### src/rtl/arm_pkg.sv
// Shared ARM condition-unit definitions: condition codes, NZCV bit
// positions and the status-register type.
package arm_pkg;

    // Instr[31:28] condition field encodings.
    typedef enum logic [3:0] {
        EQ = 4'h0,
        NE = 4'h1,
        CS = 4'h2,
        CC = 4'h3,
        MI = 4'h4,
        PL = 4'h5,
        VS = 4'h6,
        VC = 4'h7,
        HI = 4'h8,
        LS = 4'h9,
        GE = 4'hA,
        LT = 4'hB,
        GT = 4'hC,
        LE = 4'hD,
        AL = 4'hE,
        NV = 4'hF
    } cond_e;

    // Bit positions inside an NZCV word.
    localparam int FLAG_N = 3;
    localparam int FLAG_Z = 2;
    localparam int FLAG_C = 1;
    localparam int FLAG_V = 0;

    typedef logic [3:0] nzcv_t;

endpackage

### src/rtl/cond_logic_if.sv
// Decoder/ALU-facing bundle of the condition unit.
// There is no valid/ready handshake on this bundle: every input is sampled
// each cycle and every output is a same-cycle combinational function of the
// inputs and the stored flags.
interface cond_logic_if;
    import arm_pkg::*;

    logic [3:0] Cond;
    nzcv_t      ALUFlags;
    logic [1:0] FlagW;
    logic       PCS;
    logic       RegW;
    logic       MemW;
    logic       PCSrc;
    logic       RegWrite;
    logic       MemWrite;
    logic       CondEx;
    nzcv_t      Flags;

    // Decoder/datapath side: drives the instruction controls.
    modport master (
        output Cond, ALUFlags, FlagW, PCS, RegW, MemW,
        input  PCSrc, RegWrite, MemWrite, CondEx, Flags
    );

    // Condition unit side.
    modport slave (
        input  Cond, ALUFlags, FlagW, PCS, RegW, MemW,
        output PCSrc, RegWrite, MemWrite, CondEx, Flags
    );

endinterface

### src/rtl/cond_check.sv
// Pure combinational condition evaluator: Cond field vs an NZCV snapshot.
// Kept stateless so the same block can be dropped into a trace checker.
module cond_check
    import arm_pkg::*;
(
    input  logic [3:0] Cond,
    input  nzcv_t      Flags,
    output logic       CondEx
);

    logic n, z, c, v;

    assign n = Flags[FLAG_N];
    assign z = Flags[FLAG_Z];
    assign c = Flags[FLAG_C];
    assign v = Flags[FLAG_V];

    // Decode the condition field against the flag snapshot; NV never passes.
    always_comb begin
        CondEx = 1'b0;
        case (cond_e'(Cond))
            EQ:      CondEx = z;
            NE:      CondEx = ~z;
            CS:      CondEx = c;
            CC:      CondEx = ~c;
            MI:      CondEx = n;
            PL:      CondEx = ~n;
            VS:      CondEx = v;
            VC:      CondEx = ~v;
            HI:      CondEx = c & ~z;
            LS:      CondEx = ~c | z;
            GE:      CondEx = (n == v);
            LT:      CondEx = (n != v);
            GT:      CondEx = ~z & (n == v);
            LE:      CondEx = z | (n != v);
            AL:      CondEx = 1'b1;
            NV:      CondEx = 1'b0;
            default: CondEx = 1'b0;
        endcase
    end

endmodule

### src/rtl/cond_logic.sv
// ARM condition unit: holds NZCV, evaluates each instruction's condition
// against the pre-update flags and gates the decoder's write enables.
module cond_logic
    import arm_pkg::*;
#(
    parameter nzcv_t RESET_FLAGS = 4'b0000
) (
    input  logic         clk,
    input  logic         reset,
    cond_logic_if.slave  bus
);

    logic [1:0] nz_q;
    logic [1:0] cv_q;
    nzcv_t      flags;
    logic       cond_ex;

    // Flags seen by the condition check are the registered ones only;
    // ALUFlags never bypasses into the current cycle's decision.
    assign flags = {nz_q, cv_q};

    cond_check u_cond_check (
        .Cond   (bus.Cond),
        .Flags  (flags),
        .CondEx (cond_ex)
    );

    // N,Z register: loaded only by a passing instruction that writes N,Z.
    always_ff @(posedge clk or posedge reset) begin
        if (reset) begin
            nz_q <= RESET_FLAGS[3:2];
        end else if (bus.FlagW[1] && cond_ex) begin
            nz_q <= bus.ALUFlags[3:2];
        end
    end

    // C,V register: independent enable so logical ops can leave C,V alone.
    always_ff @(posedge clk or posedge reset) begin
        if (reset) begin
            cv_q <= RESET_FLAGS[1:0];
        end else if (bus.FlagW[0] && cond_ex) begin
            cv_q <= bus.ALUFlags[1:0];
        end
    end

    // A failed condition squashes every architectural side effect.
    always_comb begin
        bus.PCSrc    = bus.PCS  & cond_ex;
        bus.RegWrite = bus.RegW & cond_ex;
        bus.MemWrite = bus.MemW & cond_ex;
        bus.CondEx   = cond_ex;
        bus.Flags    = flags;
    end

endmodule

### src/flat_wrapper.sv
// flat-port wrapper written by rule: the top's interface ports become plain ports
module cond_logic_flat import arm_pkg::*;
#(
    parameter nzcv_t RESET_FLAGS = 4'b0000
)
  (clk, reset, bus_Cond, bus_ALUFlags, bus_FlagW, bus_PCS, bus_RegW, bus_MemW, bus_PCSrc, bus_RegWrite, bus_MemWrite, bus_CondEx, bus_Flags);
  cond_logic_if bus_i ();
  input  logic clk;
  input  logic reset;
  input wire logic [$bits(bus_i.Cond)-1:0] bus_Cond;
  input wire logic [$bits(bus_i.ALUFlags)-1:0] bus_ALUFlags;
  input wire logic [$bits(bus_i.FlagW)-1:0] bus_FlagW;
  input wire logic [$bits(bus_i.PCS)-1:0] bus_PCS;
  input wire logic [$bits(bus_i.RegW)-1:0] bus_RegW;
  input wire logic [$bits(bus_i.MemW)-1:0] bus_MemW;
  output wire logic [$bits(bus_i.PCSrc)-1:0] bus_PCSrc;
  output wire logic [$bits(bus_i.RegWrite)-1:0] bus_RegWrite;
  output wire logic [$bits(bus_i.MemWrite)-1:0] bus_MemWrite;
  output wire logic [$bits(bus_i.CondEx)-1:0] bus_CondEx;
  output wire logic [$bits(bus_i.Flags)-1:0] bus_Flags;
  assign bus_i.Cond = bus_Cond;
  assign bus_i.ALUFlags = bus_ALUFlags;
  assign bus_i.FlagW = bus_FlagW;
  assign bus_i.PCS = bus_PCS;
  assign bus_i.RegW = bus_RegW;
  assign bus_i.MemW = bus_MemW;
  assign bus_PCSrc = bus_i.PCSrc;
  assign bus_RegWrite = bus_i.RegWrite;
  assign bus_MemWrite = bus_i.MemWrite;
  assign bus_CondEx = bus_i.CondEx;
  assign bus_Flags = bus_i.Flags;
  cond_logic #(.RESET_FLAGS(RESET_FLAGS)) u_core (.clk(clk), .reset(reset), .bus(bus_i));
endmodule
### config.mk
export PLATFORM = sky130hd
export DESIGN_NAME = cond_logic_flat
export DESIGN_NICKNAME = d
export VERILOG_FILES = /design/src/rtl/arm_pkg.sv /design/src/rtl/cond_logic_if.sv /design/src/rtl/cond_check.sv /design/src/rtl/cond_logic.sv /design/src/flat_wrapper.sv
export SDC_FILE = /design/constraint.sdc
export NUM_CORES = 1
export LEC_CHECK = 0
export BUFFER_PORTS_ARGS = -buffer_cell sky130_fd_sc_hd__buf_2
export CAP_MARGIN = 20
export CORE_AREA = 2 2 39 41
export DETAILED_ROUTE_END_ITERATION = 8
export DIE_AREA = 0 0 41 43
export HOLD_SLACK_MARGIN = 0.05
export SLEW_MARGIN = 40
export SYNTH_ARGS = -nofsm -noshare
export SYNTH_HDL_FRONTEND = slang
export SYNTH_SLANG_ARGS = --single-unit
### constraint.sdc
create_clock -name clk -period 3 [get_ports clk]
set_input_delay 0.3 -clock clk [delete_from_list [all_inputs] [get_ports clk]]
set_output_delay 0.3 -clock clk [all_outputs]
set_load 0.1 [all_outputs]
==> load_flow_metrics.sql, run 1 <==
INSERT INTO impl_metrics (metric_group, metric, value, unit) VALUES
('die', 'start_util', '0.2405', ''),
('timing', 'setup_viol_count_final', '0', ''),
('clocking', 'tritoncts', 'done', ''),
('clocking', 'cts.sink_count', '4', ''),
('placement', 'port-buffer-count', '22', ''),
('finish', 'final.fill_count', '153', ''),
('logic_synthesis', 'synth.yosys.seq_area_share', '0.3008', ''),
('critical_path', 'critical_path.endpoint_type', 'output pin', ''),
('detailed_routing', 'ant_nets', '0', ''),
('die', 'design.portCount', '23', ''),
('timing', 'timing.slew.headroom', '0.6737', ''),
('critical_path', 'crit_path_start', 'u_core.nz_q[0]', ''),
('detailed_routing', 'total_wirelength_of_the_detailed_routed_design', '756', 'µm'),
('timing', 'grt_setup_unrepaired', 'false', ''),
('clocking', 'number_of_buffers_created_by_cts', '3', ''),
('timing', 'final_max_slew_viol_count', '0', ''),
('clocking', 'htree_levels', '1', ''),
('finish', 'design.final.nets', '76', ''),
('critical_path', 'timing.critical_path.fanout_max', '5', ''),
('clocking', 'clkTransAtPathRegs', '0.03', 'ns'),
('critical_path', 'timing.critical_path.depth', '6', ''),
('die', 'row_count', '14', ''),
('logic_synthesis', 'ys_seq_elements', '4', ''),
('worst_hold_path', 'worst_hold_path_type', 'input pin to register', ''),
('global_routing', 'grt_max_degree', '8', ''),
('logic_synthesis', 'mapped_cells', '33', ''),
('die', 'die_h', '43', 'µm'),
('timing', 'timing_hold_violations_final', '0', ''),
('die', 'core', '0.001384', 'mm²'),
('timing', 'timing.final.ws_setup', '0.6291', 'ns'),
('finish', 'layout_common_cells', 'sky130_fd_sc_hd__buf_2 (22), sky130_fd_sc_hd__xnor2_1 (4), sky130_fd_sc_hd__mux2_2 (4), sky130_fd_sc_hd__dfrtp_1 (4)', ''),
('placement', 'dpl.hpwl', '607.5', 'µm'),
('critical_path', 'arrival', '2.07', 'ns'),
('detailed_routing', 'post_drt_via_cell_ratio', '4.560', ''),
('die', 'die_w', '41', 'µm'),
('detailed_routing', 'drtIter0Drc', '3', ''),
('global_routing', 'grt_pass1_vias', '332', ''),
('critical_path', 'worstPathBufferInverterCount', '1', ''),
('timing', 'final.period_utilization', '0.7903', ''),
('critical_path', 'crit_chain', 'and3b_1 > a2111o_1 > a21oi_2 > a21oi_1 > nor2b_1 > buf_2', ''),
('critical_path', 'crit-reg2reg-launch', 'u_core.nz_q[0]', ''),
('logic_synthesis', 'postSynthAreaPerCell', '10.09', 'µm²'),
('critical_path', 'critical_path_class', 'register to output pin', ''),
('clocking', 'clock_insertion_delay_worst_skew', '0.23', 'ns'),
('finish', 'post_route_cells_drive_above_1_share', '0.5424', ''),
('logic_synthesis', 'mappedNetlistArea', '332.8', 'µm²'),
('timing', 'worst-slew-pin-transition', '0.4929', 'ns'),
('finish', 'num_antenna_cells', '0', ''),
('placement', 'routabilityCongestion', '0.6579', ''),
('global_routing', 'grtUsageTotal', '0.1017', ''),
('critical_path', 'crit_family', 'compound AO/OA/AOI/OAI gates', ''),
('run_status', 'outcome', 'complete, no violations', ''),
('placement', 'place_worst_setup_slack', '0.8140', 'ns'),
('timing', 'fin_skew', '0.0002008', 'ns'),
('finish', 'mostFrequentLayoutCell', 'sky130_fd_sc_hd__buf_2', ''),
('critical_path', 'ff2ff_setup_slack', '1.14', 'ns'),
('detailed_routing', 'drc', '0', ''),
('logic_synthesis', 'synth_cell_types', '18', ''),
('detailed_routing', 'first_pass_detailed_route_iteration_total', '2', ''),
('timing', 'finalCriticalPeriod', '2.371', 'ns'),
('critical_path', 'worstRegToRegCells', '5', ''),
('critical_path', 'cp_slowest_stage_delay', '0.43', 'ns'),
('detailed_routing', 'drt-wirelength-per-cell', '10.08', 'µm'),
('finish', 'fin_util', '0.3580', ''),
('flow_run', 'max-cap-violations', '0', ''),
('global_routing', 'grt_first_pass_wirelength', '1179', 'µm'),
('clocking', 'cts.root.buffer_cell', 'sky130_fd_sc_hd__clkbuf_4', ''),
('global_routing', 'overflow_left_after_global_routing', '0', ''),
('critical_path', 'regToRegEndpoint', 'u_core.cv_q[1]', ''),
('logic_synthesis', 'synth_fp_nets', '48', ''),
('timing', 'maxClockFrequency', '421.8', 'MHz'),
('critical_path', 'crit_path_capture', 'bus_MemWrite', ''),
('finish', 'layout-area-overhead-vs-synth', '48.87', '%'),
('critical_path', 'crit_path_top_delay_cell', 'sky130_fd_sc_hd__buf_2', ''),
('clocking', 'cts_post_setup_buffers_inserted', '0', ''),
('critical_path', 'required_time_reported_for_the_critical_path_endpoint', '2.70', 'ns'),
('global_routing', 'number_of_antenna_violations_at_the_first_check_in_global_routing', '0', ''),
('detailed_routing', 'detailroute.via_count', '342', ''),
('critical_path', 'worst_setup_path_start_kind', 'register', ''),
('clocking', 'clock_path_buffers', '2', ''),
('logic_synthesis', 'yosys_warnings', '0', ''),
('die', 'die_ar', '0.001763', 'mm²');
==> how the worst min path moves through the flow <==
stage / startpoint / to / slack [ns] / cells past startpoint
3_5_place_dp: reset / u_core.nz_q[1] / 0.19 / 2
6_report: bus_ALUFlags[3] / u_core.nz_q[1] / 0.30 / 2
4_1_cts: bus_ALUFlags[3] / u_core.nz_q[1] / 0.29 / 2
5_1_grt: bus_ALUFlags[0] / u_core.cv_q[0] / 0.30 / 2
2_1_floorplan: reset / u_core.cv_q[0] / 0.07 / 1
3_3_place_gp: reset / u_core.nz_q[1] / 0.19 / 2
==> cell usage after synthesis <==
library cell,n,area [µm²]
sky130_fd_sc_hd__a21oi_1,1,5.000
sky130_fd_sc_hd__mux2i_1,2,20.02
sky130_fd_sc_hd__o22ai_1,1,6.260
sky130_fd_sc_hd__inv_1,2,7.510
sky130_fd_sc_hd__xnor2_1,4,35.03
sky130_fd_sc_hd__nor2b_1,3,18.77
sky130_fd_sc_hd__or4_1,1,7.510
sky130_fd_sc_hd__mux2_2,4,45.04
sky130_fd_sc_hd__o21ba_2,1,10.01
sky130_fd_sc_hd__nor2_1,1,3.750
sky130_fd_sc_hd__a22oi_1,2,15.01
sky130_fd_sc_hd__and2_1,2,12.51
sky130_fd_sc_hd__a2111o_1,1,11.26
sky130_fd_sc_hd__dfrtp_1,4,100.1
sky130_fd_sc_hd__nor3b_1,1,7.510
sky130_fd_sc_hd__a21oi_2,1,8.760
sky130_fd_sc_hd__and3b_1,1,8.760
sky130_fd_sc_hd__and3b_2,1,10.01
==> worst register-to-register path, cell delays in order, from the launching register on <==
cell and delay, ns:
sky130_fd_sc_hd__dfrtp_1 0.41, sky130_fd_sc_hd__or4_1 0.52, sky130_fd_sc_hd__nor2_1 0.12, sky130_fd_sc_hd__a21oi_2 0.06, sky130_fd_sc_hd__a22oi_1 0.27, sky130_fd_sc_hd__mux2_2 0.36
==> layer usage <==
metal	track usage	routed length [µm]
met1	0.1136	314
met2	0.1438	390
met3	0.04188	50
met4	0.08000	0
met5	0	0
==> stage by stage <==
stage / hold slack [ns] / area, µm² / TNS, ns / cells
finish: 0.3018 / 495.5 / 0 / 75
global route: 0.3004 / 495.5 / 0 / 75
CTS: 0.2912 / 495.5 / 0 / 75
detailed placement: 0.1862 / 462.9 / 0 / 71
global placement: 0.1855 / 462.9 / 0 / 71
floorplan: 0.06608 / 332.8 / -1.338 / 33
==> cells by family after synthesis <==
family,count (synthesis),synth area share
simple gates,10,0.2068
compound gates,7,0.1692
flops,4,0.3008
mux,6,0.1955
xor+xnor,4,0.1053
buf+inv,2,0.02256
==> repair_timing <==
action | CTS | global route
hold buffers | 1 | 0
gates resized for setup | 0 | 0
hold endpoints to repair | 4 | 0
==> state kept, by name, indices dropped and copies added (netlist names) <==
signal,cells
u_core.cv_q,2
u_core.nz_q,2
==> final cells by class <==
cell class / count / area [µm²] / share of cell area
repair buffers: 23 / 120.1 / 0.2424
well taps: 16 / 20.02 / 0.04040
flip-flops and latches: 4 / 100.1 / 0.2020
multi-input cells: 27 / 225.2 / 0.4545
inverters: 2 / 7.507 / 0.01515
clock buffers: 3 / 22.52 / 0.04545
Power of run 1 is not shown: default switching activity piles up to over one toggle a cycle in this logic, so the estimate is an artifact.
==> run 2, diff against run 1 <==
--- a/config.mk
+++ b/config.mk
@@ -5,6 +5,7 @@
 export SDC_FILE = /design/constraint.sdc
 export NUM_CORES = 1
 export LEC_CHECK = 0
+export ABC_AREA = 1
 export BUFFER_PORTS_ARGS = -buffer_cell sky130_fd_sc_hd__buf_2
 export CAP_MARGIN = 20
 export CORE_AREA = 2 2 39 41
==> constraint.sdc (replaced) <==
create_clock -name clk -period 1.95 [get_ports clk]
set_input_delay 0.195 -clock clk [delete_from_list [all_inputs] [get_ports clk]]
set_output_delay 0.195 -clock clk [all_outputs]
set_load 0.1 [all_outputs]
==> run 2 against run 1 <==
Worst hold slack got worse by 0.10 ns. First-iteration DRC count rose by 33%. Final cell count is 57% higher. Largest cell class unchanged. Via count increased by 56%. Design area increased by 46%.
==> load_flow_metrics.sql, run 2 <==
INSERT INTO impl_metrics (metric_group, metric, value, unit) VALUES
('clocking', 'number_of_buffers_created_by_cts', '3', ''),
('die', 'die_ar', '0.001763', 'mm²'),
('die', 'die_w', '41', 'µm'),
('timing', 'finalCriticalPeriod', '1.847', 'ns'),
('clocking', 'tritoncts', 'done', ''),
('detailed_routing', 'detailroute.via_count', '535', ''),
('timing', 'grt_setup_unrepaired', 'false', ''),
('finish', 'design.final.nets', '119', ''),
('logic_synthesis', 'synth.most_common_cell', 'sky130_fd_sc_hd__nand2_1', ''),
('clocking', 'htree_levels', '1', ''),
('logic_synthesis', 'synth_enable_flop_cells', '0', ''),
('logic_synthesis', 'ys_dominant_reg_cell', 'sky130_fd_sc_hd__dfrtp_1', ''),
('die', 'design.portCount', '23', ''),
('timing', 'final.setup.tns', '0', 'ns'),
('critical_path', 'timing.critical_path.fanout_max', '5', ''),
('logic_synthesis', 'synth.yosys.seq_area_share', '0.2360', ''),
('global_routing', 'number_of_antenna_violations_at_the_first_check_in_global_routing', '0', ''),
('critical_path', 'arrival', '1.65', 'ns'),
('timing', 'fin_skew', '0.005960', 'ns'),
('power_and_ir_drop', 'pwr-share-comb', '0.776', ''),
('finish', 'reg.largest.list', 'u_core.cv_q x2, u_core.nz_q x2', ''),
('global_routing', 'grt_first_pass_wirelength', '2028', 'µm'),
('detailed_routing', 'drtIter0Drc', '4', ''),
('logic_synthesis', 'synth_adder_area_share', '0', ''),
('clocking', 'clkTransAtPathRegs', '0.04', 'ns'),
('worst_hold_path', 'worstHoldEndpoint', 'u_core.cv_q[0]', ''),
('clocking', 'clock_insertion_delay_worst_skew', '0.23', 'ns'),
('placement', 'port-buffer-count', '22', ''),
('critical_path', 'ff2ff_setup_slack', '0.33', 'ns'),
('timing', 'timing.final.ws_setup', '0.1030', 'ns'),
('worst_hold_path', 'min_path_cells', '3', ''),
('finish', 'layout-area-overhead-vs-synth', '70.21', '%'),
('logic_synthesis', 'synth_largest_area_cell', 'sky130_fd_sc_hd__dfrtp_1', ''),
('critical_path', 'required_time_reported_for_the_critical_path_endpoint', '1.75', 'ns'),
('finish', 'num_antenna_cells', '0', ''),
('detailed_routing', 'total_wirelength_of_the_detailed_routed_design', '1098', 'µm'),
('logic_synthesis', 'synth.area.mux_share', '0', ''),
('logic_synthesis', 'synth_compound_gate_area_share', '0.02360', ''),
('logic_synthesis', 'synth_fp_nets', '87', ''),
('global_routing', 'grtUsageTotal', '0.1673', ''),
('power_and_ir_drop', 'netSwitchingPower', '0.8433', 'mW'),
('clocking', 'cts.root.buffer_cell', 'sky130_fd_sc_hd__clkbuf_4', ''),
('timing', 'worst-slew-pin-transition', '0.4856', 'ns'),
('logic_synthesis', 'synth_cell_types', '14', ''),
('logic_synthesis', 'postSynthAreaPerCell', '5.891', 'µm²'),
('timing', 'setup_viol_count_final', '0', ''),
('clocking', 'clock_path_buffers', '2', ''),
('logic_synthesis', 'mapped_cells', '72', ''),
('critical_path', 'regToRegEndpoint', 'u_core.cv_q[1]', ''),
('timing', 'timing_hold_violations_final', '0', ''),
('worst_hold_path', 'worst_hold_path_type', 'input pin to register', ''),
('timing', 'final.period_utilization', '0.9472', ''),
('global_routing', 'overflow_left_after_global_routing', '0', ''),
('detailed_routing', 'first_pass_detailed_route_iteration_total', '2', ''),
('worst_hold_path', 'hp-start', 'bus_ALUFlags[0]', ''),
('detailed_routing', 'drt-wirelength-per-cell', '9.305', 'µm'),
('placement', 'place_worst_setup_slack', '0.1994', 'ns'),
('finish', 'fin_util', '0.5217', ''),
('die', 'die_h', '43', 'µm'),
('power_and_ir_drop', 'share_clk_of_total_power', '0.072', ''),
('die', 'start_util', '0.3065', ''),
('power_and_ir_drop', 'internal_power', '0.5143', 'mW'),
('logic_synthesis', 'yosys_warnings', '0', ''),
('logic_synthesis', 'yosys.area_share.simple', '0.6342', ''),
('critical_path', 'worstRegToRegCells', '12', ''),
('die', 'core', '0.001384', 'mm²'),
('logic_synthesis', 'synthXorXnorAreaFrac', '0', ''),
('power_and_ir_drop', 'net_sw_frac', '0.6212', ''),
('run_status', 'outcome', 'complete, no violations', ''),
('logic_synthesis', 'synth_common_cells', 'sky130_fd_sc_hd__nand2_1 (24), sky130_fd_sc_hd__nand3_1 (13), sky130_fd_sc_hd__inv_1 (11)', ''),
('power_and_ir_drop', 'total_leakage_power', '0.3930', 'nW'),
('critical_path', 'critical_path.endpoint_type', 'output pin', ''),
('placement', 'routabilityCongestion', '0.7430', ''),
('logic_synthesis', 'mappedNetlistArea', '424.2', 'µm²'),
('finish', 'mostFrequentLayoutCell', 'sky130_fd_sc_hd__nand2_1', ''),
('detailed_routing', 'drc', '0', ''),
('global_routing', 'grt_pass1_vias', '542', ''),
('finish', 'post_route_cells_drive_above_1_share', '0.5098', ''),
('critical_path', 'worst_setup_path_start_kind', 'register', ''),
('power_and_ir_drop', 'power.share.sequential', '0.151', ''),
('global_routing', 'grt_max_degree', '7', ''),
('timing', 'final_max_slew_viol_count', '0', ''),
('logic_synthesis', 'ys_seq_elements', '4', ''),
('critical_path', 'critical_path_class', 'register to output pin', ''),
('critical_path', 'crit-reg2reg-launch', 'u_core.nz_q[1]', ''),
('timing', 'timing.slew.headroom', '0.6785', ''),
('logic_synthesis', 'dominant_combinational_cell_family_by_area_after_synthesis', 'simple AND/OR/NAND/NOR gates', ''),
('clocking', 'cts.sink_count', '4', ''),
('logic_synthesis', 'async_flop_share', '1.000', ''),
('timing', 'fin_worst_hold_slack', '0.2006', 'ns'),
('detailed_routing', 'ant_nets', '0', ''),
('logic_synthesis', 'netlist.area_leader.share', '0.2360', ''),
('timing', 'maxClockFrequency', '541.4', 'MHz'),
('detailed_routing', 'post_drt_via_cell_ratio', '4.534', ''),
('flow_run', 'max-cap-violations', '0', ''),
('die', 'row_count', '14', ''),
('finish', 'layout_common_cells', 'sky130_fd_sc_hd__nand2_1 (23), sky130_fd_sc_hd__buf_2 (18), sky130_fd_sc_hd__nand3_1 (13)', ''),
('logic_synthesis', 'synth_top_cells_by_area', 'sky130_fd_sc_hd__dfrtp_1 (24%), sky130_fd_sc_hd__nand2_1 (21%), sky130_fd_sc_hd__nand3_1 (15%), sky130_fd_sc_hd__inv_1 (9.7%), sky130_fd_sc_hd__nand2_2 (8.8%)', ''),
('power_and_ir_drop', 'peak_ir_drop_on_the_vdd_network', '1.436', 'mV'),
('power_and_ir_drop', 'power_per_cell_area', '1881', 'mW/mm²'),
('placement', 'dpl.hpwl', '910', 'µm');
## run 2: changes by cell type after synthesis, moves of 3 or more
cell                      delta
sky130_fd_sc_hd__nor2_1      +4
sky130_fd_sc_hd__nand2_2     +6
sky130_fd_sc_hd__mux2_2      -4
sky130_fd_sc_hd__nand2_1    +24
sky130_fd_sc_hd__xnor2_1     -4
sky130_fd_sc_hd__inv_1       +9
sky130_fd_sc_hd__nand3_1    +13
sky130_fd_sc_hd__nor2b_1     -3
## run 2: cell type report
cell class / instances / area, µm²
clock buffer: 3 / 22.52
multi-input combinational: 56 / 304.0
sequential: 4 / 112.6
inverter: 12 / 52.55
tap: 16 / 20.02
timing repair buffer: 27 / 210.2
fill: 147 / 661.9
## run 2: critical path, stage by stage, from the launching register on
cell                      delay, ns
sky130_fd_sc_hd__dfrtp_4       0.50
sky130_fd_sc_hd__nand2_1       0.11
sky130_fd_sc_hd__nand2_2       0.07
sky130_fd_sc_hd__o21ai_1       0.12
sky130_fd_sc_hd__nand2_1       0.08
sky130_fd_sc_hd__nand3_2       0.08
sky130_fd_sc_hd__nand2_2       0.06
sky130_fd_sc_hd__nand3_4       0.07
sky130_fd_sc_hd__inv_4         0.06
sky130_fd_sc_hd__nor2_4        0.10
sky130_fd_sc_hd__buf_12        0.18
## run 2: worst max-delay path by stage
stage                         from  cells past startpoint            to
floorplan           u_core.nz_q[1]                     11  bus_MemWrite
global placement    u_core.nz_q[1]                     12  bus_MemWrite
detailed placement  u_core.nz_q[1]                     12  bus_MemWrite
CTS                 u_core.nz_q[1]                     12  bus_MemWrite
global route        u_core.nz_q[1]                     12  bus_MemWrite
finish              u_core.nz_q[1]                     10  bus_RegWrite
## run 2: routing by layer
metal | part of all wire | GRT usage | vias up
met5 | 0 | 0 | -
met4 | 0 | 0.06000 | 0
met3 | 0.063 | 0.04188 | 0
met2 | 0.51 | 0.2750 | 17
met1 | 0.43 | 0.1987 | 233
li1 | - | - | 285
## run 2: timing repair
| action | in CTS | in global routing |
|---|---|---|
| endpoints found under the hold margin | 4 | 0 |
| hold buffers | 1 | 0 |
| pin swaps | 0 | 1 |
| gates resized for setup | 0 | 3 |
| setup endpoints to repair | 3 | 3 |
| setup buffers | 2 | 2 |
## run 2: cells by family (layout without fill, tap and decap cells)
group	count (synthesis)	count (layout)
flip-flops	4	4
AND/OR/NAND/NOR	54	54
buffers and inverters	12	42
AO/OA/AOI/OAI	2	2
## run 2: power by group through the flow
stage	logic, mW	clock network [mW]	registers, mW
floorplan	0.471	0	0.486
global placement	0.976	0	0.203
detailed placement	0.989	0	0.206
CTS	1.02	0.105	0.206
global route	1.12	0.109	0.217
finish	1.05	0.0983	0.205
## run 2: metrics by stage
step                instance area [µm²]  total power, mW  instances
finish                            721.9            1.358        118
global route                      721.9            1.450        118
CTS                               699.4            1.330        116
detailed placement                651.9            1.195        110
global placement                  651.9            1.179        110
floorplan                         461.7           0.9575         72
Note: power is estimated with default switching activity, not from simulation.
